$ cat src/rtl/alu_arbiter_pkg.sv
// Shared definitions for the ALU arbiter slice.
//  - DATA_WIDTH_DFLT : default operand/result width
//  - OP_*            : 4-bit opcode encodings understood by the alu
//  - state_e         : arbiter FSM state encoding
package alu_arbiter_pkg;

   localparam int unsigned DATA_WIDTH_DFLT = 16;

   localparam logic [3:0] OP_ADD  = 4'h0;
   localparam logic [3:0] OP_SUB  = 4'h1;
   localparam logic [3:0] OP_MUL  = 4'h2;
   localparam logic [3:0] OP_CMP  = 4'h3;
   localparam logic [3:0] OP_ADDI = 4'h4;

   typedef enum logic [1:0] {
      ST_IDLE = 2'd0,
      ST_EXEC = 2'd1,
      ST_RESP = 2'd2
   } state_e;

endpackage

$ cat src/rtl/alu.sv
// Combinational ALU datapath.
//  opcode_i   : operation select (OP_* from alu_arbiter_pkg)
//  a_i, b_i   : operands (b_i is the immediate for OP_ADDI)
//  result_o   : result, truncated to Width bits
//  cmp_flag_o : unsigned a_i < b_i, produced for every opcode
module alu
   import alu_arbiter_pkg::*;
#(
   parameter int unsigned Width = DATA_WIDTH_DFLT
) (
   input  logic [3:0]       opcode_i,
   input  logic [Width-1:0] a_i,
   input  logic [Width-1:0] b_i,
   output logic [Width-1:0] result_o,
   output logic             cmp_flag_o
);

   always_comb begin
      cmp_flag_o = (a_i < b_i);
      case (opcode_i)
         OP_ADD, OP_ADDI: result_o = a_i + b_i;
         OP_SUB:          result_o = a_i - b_i;
         OP_MUL:          result_o = a_i * b_i;  // low Width bits kept
         OP_CMP:          result_o = {{(Width-1){1'b0}}, cmp_flag_o};
         default:         result_o = '0;         // undefined opcodes yield zero
      endcase
   end

endmodule

$ cat src/rtl/alu_arbiter_rr_pick.sv
// Rotate-priority encoder: first set bit of req_i scanning from ptr_i upward, wrapping.
//  req_i : request vector
//  ptr_i : highest-priority index this cycle
//  gnt_o : one-hot grant (zero when no request)
//  idx_o : index of the granted request
//  any_o : at least one request present
module alu_arbiter_rr_pick #(
   parameter int unsigned NumReq = 4
) (
   input  logic [NumReq-1:0]         req_i,
   input  logic [$clog2(NumReq)-1:0] ptr_i,
   output logic [NumReq-1:0]         gnt_o,
   output logic [$clog2(NumReq)-1:0] idx_o,
   output logic                      any_o
);

   localparam int unsigned IdxW = $clog2(NumReq);

   logic [IdxW-1:0] cand;
   logic            found;

   always_comb begin
      gnt_o = '0;
      idx_o = '0;
      cand  = '0;
      found = 1'b0;
      // NumReq is a power of two, so the index add wraps for free.
      for (int unsigned k = 0; k < NumReq; k++) begin
         cand = ptr_i + IdxW'(k);
         if (!found && req_i[cand]) begin
            found       = 1'b1;
            gnt_o[cand] = 1'b1;
            idx_o       = cand;
         end
      end
      any_o = |req_i;
   end

endmodule

$ cat src/rtl/alu_arbiter.sv
// Shares one alu among NUM_REQ requesters with round-robin grant.
//  clk, rst_n  : clock, asynchronous active-low reset
//  req_valid   : per-requester request valid
//  req_ready   : one-hot grant, asserted only in IDLE
//  req_opcode  : packed opcodes, requester i at [4i+3:4i]
//  req_a/req_b : packed operands, requester i at [DATA_WIDTH*i +: DATA_WIDTH]
//  rsp_valid   : one-hot single-cycle response pulse to the granted requester
//  rsp_result  : registered result, held between responses
//  rsp_cmp     : registered compare flag, held between responses
//  busy        : high while an operation is in EXEC or RESP
module alu_arbiter
   import alu_arbiter_pkg::*;
#(
   parameter int unsigned NUM_REQ    = 4,
   parameter int unsigned DATA_WIDTH = DATA_WIDTH_DFLT,
   parameter int unsigned MUL_CYCLES = 2
) (
   input  logic                          clk,
   input  logic                          rst_n,
   input  logic [NUM_REQ-1:0]            req_valid,
   output logic [NUM_REQ-1:0]            req_ready,
   input  logic [NUM_REQ*4-1:0]          req_opcode,
   input  logic [NUM_REQ*DATA_WIDTH-1:0] req_a,
   input  logic [NUM_REQ*DATA_WIDTH-1:0] req_b,
   output logic [NUM_REQ-1:0]            rsp_valid,
   output logic [DATA_WIDTH-1:0]         rsp_result,
   output logic                          rsp_cmp,
   output logic                          busy
);

   localparam int unsigned IdxW = $clog2(NUM_REQ);
   localparam int unsigned CntW = $clog2(MUL_CYCLES + 1);

   state_e                state_q, state_d;
   logic [IdxW-1:0]       rr_ptr_q, rr_ptr_d;
   logic [IdxW-1:0]       gnt_idx_q, gnt_idx_d;
   logic [3:0]            op_q, op_d;
   logic [DATA_WIDTH-1:0] a_q, a_d;
   logic [DATA_WIDTH-1:0] b_q, b_d;
   logic [CntW-1:0]       cnt_q, cnt_d;
   logic [DATA_WIDTH-1:0] rsp_result_q, rsp_result_d;
   logic                  rsp_cmp_q, rsp_cmp_d;

   logic [NUM_REQ-1:0]    pick_gnt;
   logic [IdxW-1:0]       pick_idx;
   logic                  pick_any;
   logic [3:0]            sel_op;
   logic [DATA_WIDTH-1:0] sel_a, sel_b;
   logic [DATA_WIDTH-1:0] alu_result;
   logic                  alu_cmp;

   alu_arbiter_rr_pick #(
      .NumReq (NUM_REQ)
   ) u_rr_pick (
      .req_i (req_valid),
      .ptr_i (rr_ptr_q),
      .gnt_o (pick_gnt),
      .idx_o (pick_idx),
      .any_o (pick_any)
   );

   // The alu only ever sees captured operands, never the live request buses.
   alu #(
      .Width (DATA_WIDTH)
   ) u_alu (
      .opcode_i   (op_q),
      .a_i        (a_q),
      .b_i        (b_q),
      .result_o   (alu_result),
      .cmp_flag_o (alu_cmp)
   );

   // Operand mux for the requester currently winning arbitration.
   always_comb begin
      sel_op = '0;
      sel_a  = '0;
      sel_b  = '0;
      for (int unsigned i = 0; i < NUM_REQ; i++) begin
         if (pick_idx == IdxW'(i)) begin
            sel_op = req_opcode[4*i +: 4];
            sel_a  = req_a[DATA_WIDTH*i +: DATA_WIDTH];
            sel_b  = req_b[DATA_WIDTH*i +: DATA_WIDTH];
         end
      end
   end

   always_comb begin
      state_d      = state_q;
      rr_ptr_d     = rr_ptr_q;
      gnt_idx_d    = gnt_idx_q;
      op_d         = op_q;
      a_d          = a_q;
      b_d          = b_q;
      cnt_d        = cnt_q;
      rsp_result_d = rsp_result_q;
      rsp_cmp_d    = rsp_cmp_q;
      req_ready    = '0;
      rsp_valid    = '0;
      busy         = 1'b0;

      case (state_q)
         ST_IDLE: begin
            if (pick_any) begin
               req_ready = pick_gnt;
               gnt_idx_d = pick_idx;
               op_d      = sel_op;
               a_d       = sel_a;
               b_d       = sel_b;
               cnt_d     = (sel_op == OP_MUL) ? CntW'(MUL_CYCLES - 1) : '0;
               state_d   = ST_EXEC;
            end
         end
         ST_EXEC: begin
            busy = 1'b1;
            if (cnt_q == '0) begin
               rsp_result_d = alu_result;
               rsp_cmp_d    = alu_cmp;
               state_d      = ST_RESP;
            end else begin
               cnt_d = cnt_q - CntW'(1);
            end
         end
         ST_RESP: begin
            busy                 = 1'b1;
            rsp_valid[gnt_idx_q] = 1'b1;
            rr_ptr_d             = gnt_idx_q + IdxW'(1);  // wraps at NUM_REQ
            state_d              = ST_IDLE;
         end
         default: state_d = ST_IDLE;
      endcase
   end

   always_ff @(posedge clk or negedge rst_n) begin
      if (!rst_n) begin
         state_q      <= ST_IDLE;
         rr_ptr_q     <= '0;
         gnt_idx_q    <= '0;
         op_q         <= '0;
         a_q          <= '0;
         b_q          <= '0;
         cnt_q        <= '0;
         rsp_result_q <= '0;
         rsp_cmp_q    <= 1'b0;
      end else begin
         state_q      <= state_d;
         rr_ptr_q     <= rr_ptr_d;
         gnt_idx_q    <= gnt_idx_d;
         op_q         <= op_d;
         a_q          <= a_d;
         b_q          <= b_d;
         cnt_q        <= cnt_d;
         rsp_result_q <= rsp_result_d;
         rsp_cmp_q    <= rsp_cmp_d;
      end
   end

   assign rsp_result = rsp_result_q;
   assign rsp_cmp    = rsp_cmp_q;

endmodule

$ cat config.mk
export PLATFORM = sky130hd
export DESIGN_NAME = alu_arbiter
export DESIGN_NICKNAME = d
export VERILOG_FILES = /design/src/rtl/alu_arbiter_pkg.sv /design/src/rtl/alu.sv /design/src/rtl/alu_arbiter_rr_pick.sv /design/src/rtl/alu_arbiter.sv
export SDC_FILE = /design/constraint.sdc
export NUM_CORES = 1
export LEC_CHECK = 0
export ABC_AREA = 0
export CAP_MARGIN = 10
export CORE_MARGIN = 3
export CORE_UTILIZATION = 55
export DETAILED_ROUTE_END_ITERATION = 8
export PLACE_DENSITY = 0.83
export REMOVE_ABC_BUFFERS = 1
export SLEW_MARGIN = 20
export SYNTH_ARGS = -nofsm -noshare
export SYNTH_HDL_FRONTEND = slang
export SYNTH_SLANG_ARGS = --single-unit
$ cat constraint.sdc
create_clock -name clk -period 5.9 [get_ports clk]
set_input_delay 1.18 -clock clk [delete_from_list [all_inputs] [get_ports clk]]
set_output_delay 1.18 -clock clk [all_outputs]
set_load 0.005 [all_outputs]
==> metrics.md, run 1 <==
| Metric | Value |
|---|---|
| Status | `finished clean` |
| H-tree depth | `3` |
| Wire length on met2 | `roughly 13000 um` |
| DR DRC count | `0` |
| Post-DP HPWL | `between 20000 and 25000 um` |
| Initial antenna violation count | `0` |
| Via count | `~9000` |
| Hold crit path type | `flip-flop to flip-flop` |
| Hold Path Cell Cnt | `2` |
| TritonCTS Buffers | `9` |
| Final Hold Vio Count | `0` |
| Worst-Skew Late Latency | `0.35 ns` |
| Initial Util | `between 50% and 60%` |
| Clock skew | `0.00893 ns` |
| GRT overflow | `0` |
| Synthesis Warnings | `0` |
| First-pass GRT wire length | `between 40000 and 50000 um` |
| Die ar. | `19200 um2` |
| CTS tree | `built` |
| Setup repair after global routing missed its margin | `no` |
| Avg Cell Area, Syn | `8.30 um2` |
| Final worst-path cycle share | `a little over nine tenths` |
| CTS sink cnt | `61` |
| I/O pin cnt | `around 180` |
| WS Path Type | `flip-flop to flip-flop` |
| Synthesis-to-layout area growth | `22.7%` |
| Slew @ Worst Pin | `1.10 ns` |
| Hold Buf Count CTS | `0` |
| Max Slew Vio Count | `0` |
| Rel. slew slack | `a little over a quarter` |
| Met3 wire length | `approximately 1900 um` |
| Die extent in x | `139 um` |
| Setup slack after layout | `around 0.28 ns` |
| Commonest non-fill, non-tap cells in the layout | `174 x clkdlybuf4s50_1, 166 x nand2_1, 155 x inv_1` |
| Setup violators final | `0` |
| Startpoint Class | `flip-flop` |
| Std-Cell Core Area | `approximately 17000 um2` |
| Fin crit period | `roughly 5.6 ns` |
| Max clock buf depth | `2` |
| Post-route insts no fill | `1526` |
| Post-synthesis cell count | `about 1200` |
| Synth Flop Type | `dfrtp_1` |
| Final nets | `approximately 1600` |
| Leading area contributor after synthesis | `fa_1` |
| Sequential-to-total area share from yosys stat | `15.8%` |
| Final ANT Viol Nets | `0` |
| Top-area cell type share of the netlist area | `about 17%` |
| Routed WL | `26500 um` |
| Layout cells sized above 1 | `under 10%` |
| Commonest non-fill, non-tap cell in the layout | `clkdlybuf4s50_1` |
| Routability cong. | `around 0.97` |
| Critical path required time | `6.13 ns` |
| IO Port Bufs | `between 150 and 200` |
| Max_cap viols | `0` |
| DR iter-0 viols | `slightly above 600` |
| Dpl ws | `around 0.26 ns` |
| Crit end category | `flip-flop` |
| Total global-route track usage | `approximately 28%` |
| Final core area utilization | `70.2%` |
| Area contributors post-synth | `fa_1 17%, dfrtp_1 16%, ha_1 13%` |
| Placed instance count | `approximately 1500` |
| Setup TNS Final | `0 ns` |
| #FFs+latches synth | `61` |
| Number of global-route vias before repair | `roughly 9000` |
| Synth Cell Area | `9660 um2` |
| Reg2reg path depth | `19` |
| Clock root cell | `clkbuf_16` |
| Crit path arrival time | `5.85 ns` |
| CTS clk-pin slew, worst paths | `~0.060 ns` |
| DR vias/cell | `roughly 5.8` |
| Achievable Freq | `roughly 180 MHz` |
| Die height | `roughly 140 um` |
| Filler Cell Count | `~1300` |
| CTS resizes | `0` |
| Ys async rst share | `100%` |
| Post-CTS setup buffer count | `0` |
| TritonRoute pass-1 iters | `5` |
| EDFF count, synth | `0` |
| Met1 Routed Length | `10500 um` |
| CP max FO | `7` |
| Top sig layer | `met4` |
| Diodes inserted | `0` |
| Largest net degree at the start of global routing | `73` |
| # rows | `47` |
| Yosys cell types | `about 70` |
| WL per Instance | `17.4 um` |
-- sequential cells by signal, indices dropped and copies added (netlist names) --
signal,count
a_q,16
b_q,16
rsp_result,16
op_q,4
cnt_q,2
gnt_idx_q,2
rr_ptr_q,2
state_q,2
rsp_cmp,1
-- Yosys cell counts, types with 3 or more instances --
master,n
or2_2,4
a211oi_1,4
ha_1,98
mux2_2,37
nor4_1,4
fa_1,81
nor2_1,62
clkbuf_1,42
xor2_1,10
buf_2,5
or3_1,6
a21o_1,10
o21a_1,6
mux2i_1,48
nand3_1,6
nand2_1,166
a22oi_1,9
dfrtp_1,61
a221o_1,9
a21oi_1,40
o21ai_1,4
a221oi_1,14
o21ai_0,96
buf_6,4
and2_1,58
a2bb2oi_1,3
nand2b_1,10
o221ai_1,5
buf_1,3
nor3_1,10
o31ai_1,4
buf_4,9
xnor2_1,29
a31oi_1,6
o211ai_1,4
inv_1,155
-- layer usage --
layer	track usage (%)	vias up
li1	-	4161
met1	33.9	4159
met2	47.3	390
met3	5.55	72
met4	11.6	0
met5	0	-
-- path summary, 6_finish.rpt --
| kind | to | startpoint | slack (ns) |
|---|---|---|---|
| worst max register to register | rsp_result[15] | a_q[12] | 0.28 |
| worst min register to register | rsp_result[4] | rsp_result[4] | 0.48 |
| worst max-delay path | rsp_result[15] | a_q[12] | 0.28 |
| min in group asynchronous | b_q[7] | rst_n | 0.98 |
| worst min-delay path | rsp_result[4] | rsp_result[4] | 0.48 |
| max in group asynchronous | rsp_result[6] | rst_n | 4.35 |
-- logic make-up (layout without fill, tap and decap cells) --
| family | count (synthesis) | in the layout | synth area share [%] |
|---|---|---|---|
| mux | 87 | 87 | 9.67 |
| xor+xnor | 40 | 40 | 3.77 |
| fa+ha+maj | 179 | 179 | 29.5 |
| flops | 61 | 61 | 15.8 |
| simple gates | 337 | 337 | 15.9 |
| compound gates | 241 | 241 | 16.2 |
| buf+inv | 219 | 361 | 9.24 |
-- through the flow --
step / hold WS (ns) / cell area (um2)
after global placement: 0.469 / 11500
after CTS: 0.487 / 11900
after detailed placement: 0.474 / 11500
final: 0.484 / 11900
after global routing: 0.522 / 11900
after floorplan: 0.459 / 9350
-- worst max-delay path: stages (launching register included) --
cell     delay, ns
dfrtp_1       0.48
and2_1        0.23
fa_1          0.52
inv_1         0.06
fa_1          0.54
inv_1         0.06
fa_1          0.50
fa_1          0.55
inv_1         0.05
fa_1          0.45
fa_1          0.39
xor2_1        0.16
xnor2_1       0.20
xnor2_1       0.17
xnor2_1       0.15
xnor3_1       0.45
xnor2_1       0.14
nand2_1       0.07
a21oi_1       0.07
a221o_1       0.28
-- cell type report --
| class | count | area (um2) | area share, % |
|---|---|---|---|
| sequential | 61 | 1530 | 12.9 |
| clock inverter | 7 | 121 | 1.02 |
| inverter | 155 | 582 | 4.91 |
| clock buffer | 9 | 225 | 1.90 |
| timing repair buffer | 190 | 1870 | 15.8 |
| tap | 220 | 275 | 2.32 |
| multi-input combinational | 884 | 7250 | 61.2 |
Power of run 1 is left out: the tool's default activity adds up to more than one toggle a clock period on the data nets, which glitch-free logic cannot reach.
==> run 2, diff against run 1 <==
CAP_MARGIN = not set   (was 10)
==> results of run 2 <==
Final layout, timing and power as in run 1 (identical DEF).
Power of run 2 is left out for the same reason.
